### config.mk
export PLATFORM = sky130hd
export DESIGN_NAME = ds1302_ctrl_module
export DESIGN_NICKNAME = d
export VERILOG_FILES = /design/src/rtl/ds1302_ctrl_module_pkg.sv /design/src/rtl/ds1302_ctrl_module_seq_rom.sv /design/src/rtl/ds1302_ctrl_module.sv
export SDC_FILE = /design/constraint.sdc
export NUM_CORES = 1
export LEC_CHECK = 0
export CAP_MARGIN = 40
export CORE_MARGIN = 3
export CORE_UTILIZATION = 45
export DETAILED_ROUTE_END_ITERATION = 10
export MAX_ROUTING_LAYER = met4
export PLACE_DENSITY_LB_ADDON = 0.1
export SLEW_MARGIN = 20
export SYNTH_ARGS = -nofsm -noshare
export SYNTH_HDL_FRONTEND = slang
export SYNTH_SLANG_ARGS = --single-unit
### constraint.sdc
create_clock -name CLK -period 3.2 [get_ports CLK]
set_clock_uncertainty 0.15 [all_clocks]
set_input_delay 0.8 -clock CLK [delete_from_list [all_inputs] [get_ports CLK]]
set_output_delay 0.8 -clock CLK [all_outputs]
set_load 0.01 [all_outputs]
### src/rtl/ds1302_ctrl_module_pkg.sv
// Shared encodings for the DS1302 command sequencer: register address bytes,
// write-protect values, engine opcodes, FSM/mode encodings and the
// sequence-table entry layout.
package ds1302_ctrl_module_pkg;

    // Engine opcodes as seen on func_start_sig
    localparam logic [1:0] OP_IDLE = 2'b00;
    localparam logic [1:0] OP_RD   = 2'b01;
    localparam logic [1:0] OP_WR   = 2'b10;

    // DS1302 command/address bytes
    localparam logic [7:0] ADDR_WP    = 8'h8E;
    localparam logic [7:0] ADDR_SEC_W = 8'h80;
    localparam logic [7:0] ADDR_SEC_R = 8'h81;
    localparam logic [7:0] ADDR_MIN_W = 8'h82;
    localparam logic [7:0] ADDR_MIN_R = 8'h83;
    localparam logic [7:0] ADDR_HR_W  = 8'h84;
    localparam logic [7:0] ADDR_HR_R  = 8'h85;

    // Write-protect register values
    localparam logic [7:0] WP_OFF = 8'h00;
    localparam logic [7:0] WP_ON  = 8'h80;

    typedef enum logic [2:0] {
        ST_INIT,
        ST_WAIT,
        ST_ISSUE,
        ST_DONE,
        ST_GAP
    } state_e;

    typedef enum logic [1:0] {
        MD_INIT,
        MD_POLL,
        MD_SET
    } mode_e;

    // Source of the write data byte for a table step
    typedef enum logic [2:0] {
        DS_ZERO,
        DS_WP_ON,
        DS_SH_SEC,
        DS_SET_SEC,
        DS_SET_MIN,
        DS_SET_HR
    } dsel_e;

    typedef struct packed {
        logic [1:0] op;
        logic [7:0] addr;
        dsel_e      dsel;
        logic       last;
    } rom_ent_t;

endpackage

### src/rtl/ds1302_ctrl_module_seq_rom.sv
// Sequence table: maps (mode, step) to the transaction to issue.
// Purely combinational; the FSM walks the steps and decides early exits.
module ds1302_seq_rom
    import ds1302_ctrl_module_pkg::*;
(
    input  mode_e      i_mode,
    input  logic [2:0] i_step,
    output rom_ent_t   o_ent
);

    // Table lookup; unused slots decode to an idle, terminating entry
    always_comb begin
        o_ent = '{op: OP_IDLE, addr: 8'h00, dsel: DS_ZERO, last: 1'b1};
        unique case (i_mode)
            MD_INIT: begin
                case (i_step)
                    3'd0: o_ent = '{op: OP_WR, addr: ADDR_WP,    dsel: DS_ZERO,   last: 1'b0};
                    3'd1: o_ent = '{op: OP_RD, addr: ADDR_SEC_R, dsel: DS_ZERO,   last: 1'b0};
                    3'd2: o_ent = '{op: OP_WR, addr: ADDR_SEC_W, dsel: DS_SH_SEC, last: 1'b1};
                    default: ;
                endcase
            end
            MD_POLL: begin
                case (i_step)
                    3'd0: o_ent = '{op: OP_RD, addr: ADDR_SEC_R, dsel: DS_ZERO, last: 1'b0};
                    3'd1: o_ent = '{op: OP_RD, addr: ADDR_MIN_R, dsel: DS_ZERO, last: 1'b0};
                    3'd2: o_ent = '{op: OP_RD, addr: ADDR_HR_R,  dsel: DS_ZERO, last: 1'b1};
                    default: ;
                endcase
            end
            MD_SET: begin
                case (i_step)
                    3'd0: o_ent = '{op: OP_WR, addr: ADDR_WP,    dsel: DS_ZERO,    last: 1'b0};
                    3'd1: o_ent = '{op: OP_WR, addr: ADDR_SEC_W, dsel: DS_SET_SEC, last: 1'b0};
                    3'd2: o_ent = '{op: OP_WR, addr: ADDR_MIN_W, dsel: DS_SET_MIN, last: 1'b0};
                    3'd3: o_ent = '{op: OP_WR, addr: ADDR_HR_W,  dsel: DS_SET_HR,  last: 1'b0};
                    3'd4: o_ent = '{op: OP_WR, addr: ADDR_WP,    dsel: DS_WP_ON,   last: 1'b1};
                    default: ;
                endcase
            end
            default: ;
        endcase
    end

endmodule

### src/rtl/ds1302_ctrl_module.sv
// DS1302 command sequencer. Runs the init sequence after reset, polls
// sec/min/hour periodically and serves time-set requests between polls,
// issuing one byte transaction at a time to the engine.
module ds1302_ctrl_module
    import ds1302_ctrl_module_pkg::*;
#(
    parameter int unsigned           PCNT_W      = 24,
    parameter logic [PCNT_W-1:0]     POLL_CYCLES = PCNT_W'(5_000_000)
)(
    input  logic       CLK,
    input  logic       RSTn,
    input  logic       set_req,
    input  logic [7:0] set_hour,
    input  logic [7:0] set_min,
    input  logic [7:0] set_sec,
    output logic       set_ack,
    output logic [7:0] time_hour,
    output logic [7:0] time_min,
    output logic [7:0] time_sec,
    output logic       time_valid,
    output logic       busy,
    output logic [1:0] func_start_sig,
    output logic [7:0] words_addr,
    output logic [7:0] write_data,
    input  logic [7:0] read_data,
    input  logic       func_done_sig
);

    localparam logic [PCNT_W-1:0] LP_POLL_LAST = POLL_CYCLES - 1'b1;

    state_e            r_state;
    mode_e             r_mode;
    logic [2:0]        r_step;
    logic [PCNT_W-1:0] r_cnt;
    logic              r_set_pend;
    logic [7:0]        r_set_h, r_set_m, r_set_s;
    logic [7:0]        r_sh_sec, r_sh_min;

    rom_ent_t          w_ent;
    logic [7:0]        w_wdata;
    logic              w_set_active;
    logic              w_set_accept;
    logic              w_init_skip;

    ds1302_seq_rom u_rom (
        .i_mode (r_mode),
        .i_step (r_step),
        .o_ent  (w_ent)
    );

    // A SET sequence in flight blocks new requests, as does one already pending
    assign w_set_active = (r_mode == MD_SET) &&
                          ((r_state == ST_ISSUE) || (r_state == ST_DONE) || (r_state == ST_GAP));
    assign w_set_accept = set_req && !r_set_pend && !w_set_active;

    // Init skips the CH-clearing write when the oscillator is already running
    assign w_init_skip  = (r_mode == MD_INIT) && (w_ent.op == OP_RD) && !read_data[7];

    // Write data source for the current table step
    always_comb begin
        w_wdata = 8'h00;
        unique case (w_ent.dsel)
            DS_ZERO:    w_wdata = WP_OFF;
            DS_WP_ON:   w_wdata = WP_ON;
            DS_SH_SEC:  w_wdata = r_sh_sec & 8'h7F;
            DS_SET_SEC: w_wdata = r_set_s & 8'h7F;
            DS_SET_MIN: w_wdata = r_set_m & 8'h7F;
            DS_SET_HR:  w_wdata = r_set_h & 8'h3F;
            default:    w_wdata = 8'h00;
        endcase
    end

    // Latch requested time values when a set request is accepted
    always_ff @(posedge CLK or negedge RSTn) begin
        if (!RSTn) begin
            r_set_h <= 8'h00;
            r_set_m <= 8'h00;
            r_set_s <= 8'h00;
        end else if (w_set_accept) begin
            r_set_h <= set_hour;
            r_set_m <= set_min;
            r_set_s <= set_sec;
        end
    end

    // Main sequencer: issue / wait-done / gap handshake plus poll timer
    always_ff @(posedge CLK or negedge RSTn) begin
        if (!RSTn) begin
            r_state        <= ST_INIT;
            r_mode         <= MD_INIT;
            r_step         <= 3'd0;
            r_cnt          <= '0;
            r_set_pend     <= 1'b0;
            r_sh_sec       <= 8'h00;
            r_sh_min       <= 8'h00;
            set_ack        <= 1'b0;
            time_hour      <= 8'h00;
            time_min       <= 8'h00;
            time_sec       <= 8'h00;
            time_valid     <= 1'b0;
            busy           <= 1'b0;
            func_start_sig <= OP_IDLE;
            words_addr     <= 8'h00;
            write_data     <= 8'h00;
        end else begin
            time_valid <= 1'b0;
            set_ack    <= 1'b0;
            if (w_set_accept)
                r_set_pend <= 1'b1;

            unique case (r_state)
                ST_INIT: begin
                    r_mode  <= MD_INIT;
                    r_step  <= 3'd0;
                    busy    <= 1'b1;
                    r_state <= ST_ISSUE;
                end
                ST_WAIT: begin
                    busy <= 1'b0;
                    if (r_set_pend) begin
                        // a pending set beats a poll that falls due in the same cycle
                        r_mode     <= MD_SET;
                        r_step     <= 3'd0;
                        r_cnt      <= '0;
                        r_set_pend <= 1'b0;
                        busy       <= 1'b1;
                        r_state    <= ST_ISSUE;
                    end else if (r_cnt == LP_POLL_LAST) begin
                        r_mode  <= MD_POLL;
                        r_step  <= 3'd0;
                        r_cnt   <= '0;
                        busy    <= 1'b1;
                        r_state <= ST_ISSUE;
                    end else begin
                        r_cnt <= r_cnt + 1'b1;
                    end
                end
                ST_ISSUE: begin
                    func_start_sig <= w_ent.op;
                    words_addr     <= w_ent.addr;
                    write_data     <= w_wdata;
                    r_state        <= ST_DONE;
                end
                ST_DONE: begin
                    if (func_done_sig) begin
                        func_start_sig <= OP_IDLE;
                        if (w_ent.op == OP_RD) begin
                            if (w_ent.addr == ADDR_SEC_R) r_sh_sec <= read_data;
                            if (w_ent.addr == ADDR_MIN_R) r_sh_min <= read_data;
                        end
                        if (w_ent.last || w_init_skip) begin
                            r_state <= ST_WAIT;
                            r_cnt   <= '0;
                            busy    <= 1'b0;
                            if (r_mode == MD_POLL) begin
                                // hour arrives on this last read, so take it straight from the bus
                                time_sec   <= r_sh_sec & 8'h7F;
                                time_min   <= r_sh_min & 8'h7F;
                                time_hour  <= read_data & 8'h3F;
                                time_valid <= 1'b1;
                            end
                            if (r_mode == MD_SET)
                                set_ack <= 1'b1;
                        end else begin
                            r_step  <= r_step + 3'd1;
                            r_state <= ST_GAP;
                        end
                    end
                end
                ST_GAP: begin
                    // one idle cycle so the engine re-arms before the next start
                    r_state <= ST_ISSUE;
                end
                default: r_state <= ST_INIT;
            endcase
        end
    end

endmodule

==> metrics.txt, run 1 <==
vias in the first global route=4,140; DRT antenna net count=0; slew margin rel.=44.6%; die area=0.0131 mm²; syn avg cell area=between 10 and 15 µm²; number of I/O pins=a little over 80; DR WL/cell=approximately 18 µm; number of synthesized register bits=105; Layout area overhead=23.7%; final core occ=58.6%; clock tree root driver cell=clkbuf_16; fraction of layout cells with a size suffix above 1=about 14%; Max-Cap Viols=0; Port Buffers=a little under 70; DRC=0; Worst-Skew Late Latency=0.35 ns; WS Path Type=register to register; largest net degree at the start of global routing=55; Synth async-reset ratio=100%; DRT Pass-1 Iters=8; Placer Congestion=0.894; R2R Setup Slk=0.35 ns; Die Wd=114 µm; final slew viol count=0; Worst Tran Pin Value=just over 0.8 ns; Final Hold Fails=0; XOR/XNOR Fraction of Synth Area=0.166%; NumNets Final=594; Setup violations, final=0; status=complete, no violations; leakage power=2.83 nW; routed vias=between 4,000 and 5,000; number of hold buffers added after CTS=0; first-pass GRT wire length=21,300 µm; clk buf depth=2; DR vias/cell=5.97; Yosys warning count=0; simple-gate share of the synthesized area=15.8%; Tot GR Track Use=a little over a fifth; fin crit period=between 2 and 3 ns; EDFF count, synth=0; CTS resizes=0; Worst R2R End=time_hour[0]; # rows=38; RSZ-0062 raised after global routing=false; Critical Path Fanout Max=21; H-tree depth=3; Worst Setup End Kind=register; initial antenna violation count=0; pwr/cell area=~780 mW/mm²; Starting Density=47.4%; mux cell area share after synthesis=13.2%; routed wire length=12,600 µm; largest family of logic cells by synthesized area=simple AND/OR/NAND/NOR gates; Reg2Reg Depth=8; DP Wirelength=9150 µm; part of the Yosys area used for sequential elements=49.8%; CP Data Required Time=between 3 and 4 ns; worst endpoint data arrival time=2.94 ns; Post-Syn Area=0.00527 mm²; # diodes=0; distinct cell type count after synthesis=69; CTS tree=done; Core Footprint=about 0.011 mm²; Compound-Gate Fraction of Synth Area=15.3%; post-CTS setup buffer count=0; Num CTS Buffers=9; Die H=114 µm; Top FF cell, synth=dfrtp_1; Cells after Synth=~470; VDD IR max=0.535 mV; fmax=351 MHz; critical path launch point type=register; period utilization=89.1%; Setup crit start=r_step[0]; FF-to-FF Start=r_step[0]; clk sinks=105; setup_tns=0 ns; Hold/Removal Path Class=input port to async pin; 1st-iter DRT viols=between 300 and 400; clk slew on worst S/H paths=0.07 ns; grt ovf=0; Adder-Cell Fraction of Synth Area=about 1.7%
==> report_power, final <==
part           total [mW]  switching [mW]  internal (mW)  leakage (nW)
Combinational        1.93            1.06          0.872          1.29
Sequential           1.97           0.306           1.66          1.39
Clock                1.19           0.498          0.690         0.151
Total                5.08            1.86           3.22          2.83
==> state kept, by name, indices dropped and copies added (netlist names) <==
signal          count
r_cnt              24
write_data          8
r_set_m             7
r_set_s             7
r_sh_min            7
r_sh_sec            7
time_min            7
time_sec            7
r_set_h             6
time_hour           6
words_addr          5
r_state             3
r_step              3
func_start_sig      2
r_mode              2
busy                1
r_set_pend          1
set_ack             1
time_valid          1
==> cell usage in the layout, fill, tap and decap left out, types with 8 or more instances in the layout <==
cell type	synthesis	routed
dfrtp_1	105	105
nand3_1	13	13
or3_1	10	10
nor2_1	21	21
mux2_1	26	26
a31oi_1	19	19
a21oi_1	12	12
and2_1	8	8
clkdlybuf4s50_1	0	68
mux2_2	24	24
buf_4	9	19
nor3_1	9	9
and3_1	8	8
nand4_1	11	11
a22oi_1	8	8
o21ai_0	12	11
inv_1	13	13
nand2_1	33	33
clkbuf_16	0	9
==> Yosys cell counts, drive strengths merged (3+ instances only) <==
cell type	n	area share [%]
a22oi	8	1.1
ha	7	1.7
a31oi	19	2.3
a41oi	3	0.50
nor4	6	1.1
and2	9	1.1
nand2	34	2.5
or3	10	1.2
a222oi	5	0.95
nand2b	7	0.83
mux2	57	13
o31ai	4	0.57
clkbuf	15	1.1
buf	16	1.9
a2111oi	4	1.1
o21ai	14	1.3
nor2	21	1.5
a22o	4	0.66
mux2i	3	0.57
o31a	3	0.50
and3	8	0.95
a21o	4	0.57
nand3b	4	0.57
a21oi	12	1.1
nor2b	6	0.71
dfrtp	105	50
inv	13	0.93
nand3	13	1.2
nand4	11	1.3
nor4b	3	0.50
nor3	10	1.0
==> worst max-delay path by stage <==
stage / cells after the start / slack, ns / end
after floorplan: 9 / 0.63 / time_hour[1]
after CTS: 8 / 0.31 / time_hour[0]
after detailed placement: 7 / 0.16 / time_hour[0]
after global placement: 7 / 0.18 / time_hour[0]
final: 8 / 0.35 / time_hour[0]
after global routing: 7 / 0.20 / r_step[1]
==> cell families (layout without fill, tap and decap cells) <==
| group | after synthesis | after routing |
|---|---|---|
| fa+ha+maj | 7 | 7 |
| xor+xnor | 1 | 1 |
| compound gates | 107 | 107 |
| mux | 60 | 60 |
| buf+inv | 44 | 119 |
| flops | 105 | 105 |
| other cells | 1 | 7 |
| simple gates | 149 | 149 |
==> final cells by class <==
class,instances,area [µm²]
Clock inverter,5,87.6
Sequential cell,105,2630
Tap cell,140,175
Timing Repair Buffer,91,888
Clock buffer,10,229
Fill cell,971,4610
Inverter,13,48.8
Multi-Input combinational cell,331,2460
==> layer usage <==
metal | track usage (%) | routed length (µm) | part of all wire, %
met4 | 8.00 | 235 | 1.9
met3 | 2.91 | 562 | 4.5
met1 | 30.0 | 6150 | 49
met2 | 30.4 | 5640 | 45
met5 | - | 0 | 0
==> through the flow <==
stage	total power [mW]	worst slack (ns)	hold WS [ns]	instances	cell area, µm²
6_report	5.08	0.348	0.176	695	6520
5_1_grt	5.43	0.202	0.183	695	6520
4_1_cts	5.12	0.311	0.171	694	6520
3_5_place_dp	3.91	0.164	0.314	679	6200
3_3_place_gp	3.84	0.181	0.310	679	6200
2_1_floorplan	3.22	0.630	0.293	480	5300
==> critical path: stages, from the launching register on <==
cell and delay (ns):
dfrtp_1 0.41, inv_1 0.10, ha_1 0.34, nor4_4 0.43, o32ai_2 0.23, and3_1 0.27, nor3_2 0.24, buf_12 0.21
mux2_2 0.35
Note: power is estimated with default switching activity, not from simulation.
==> run 2: changes to the inputs <==
--- a/config.mk
+++ b/config.mk
@@ -9,6 +9,7 @@
 export CORE_MARGIN = 3
 export CORE_UTILIZATION = 45
 export DETAILED_ROUTE_END_ITERATION = 10
+export GPL_ROUTABILITY_DRIVEN = 0
 export MAX_ROUTING_LAYER = met4
 export PLACE_DENSITY_LB_ADDON = 0.1
 export SLEW_MARGIN = 20
==> results of run 2 <==
Final layout, timing and power as in run 1 (identical DEF).
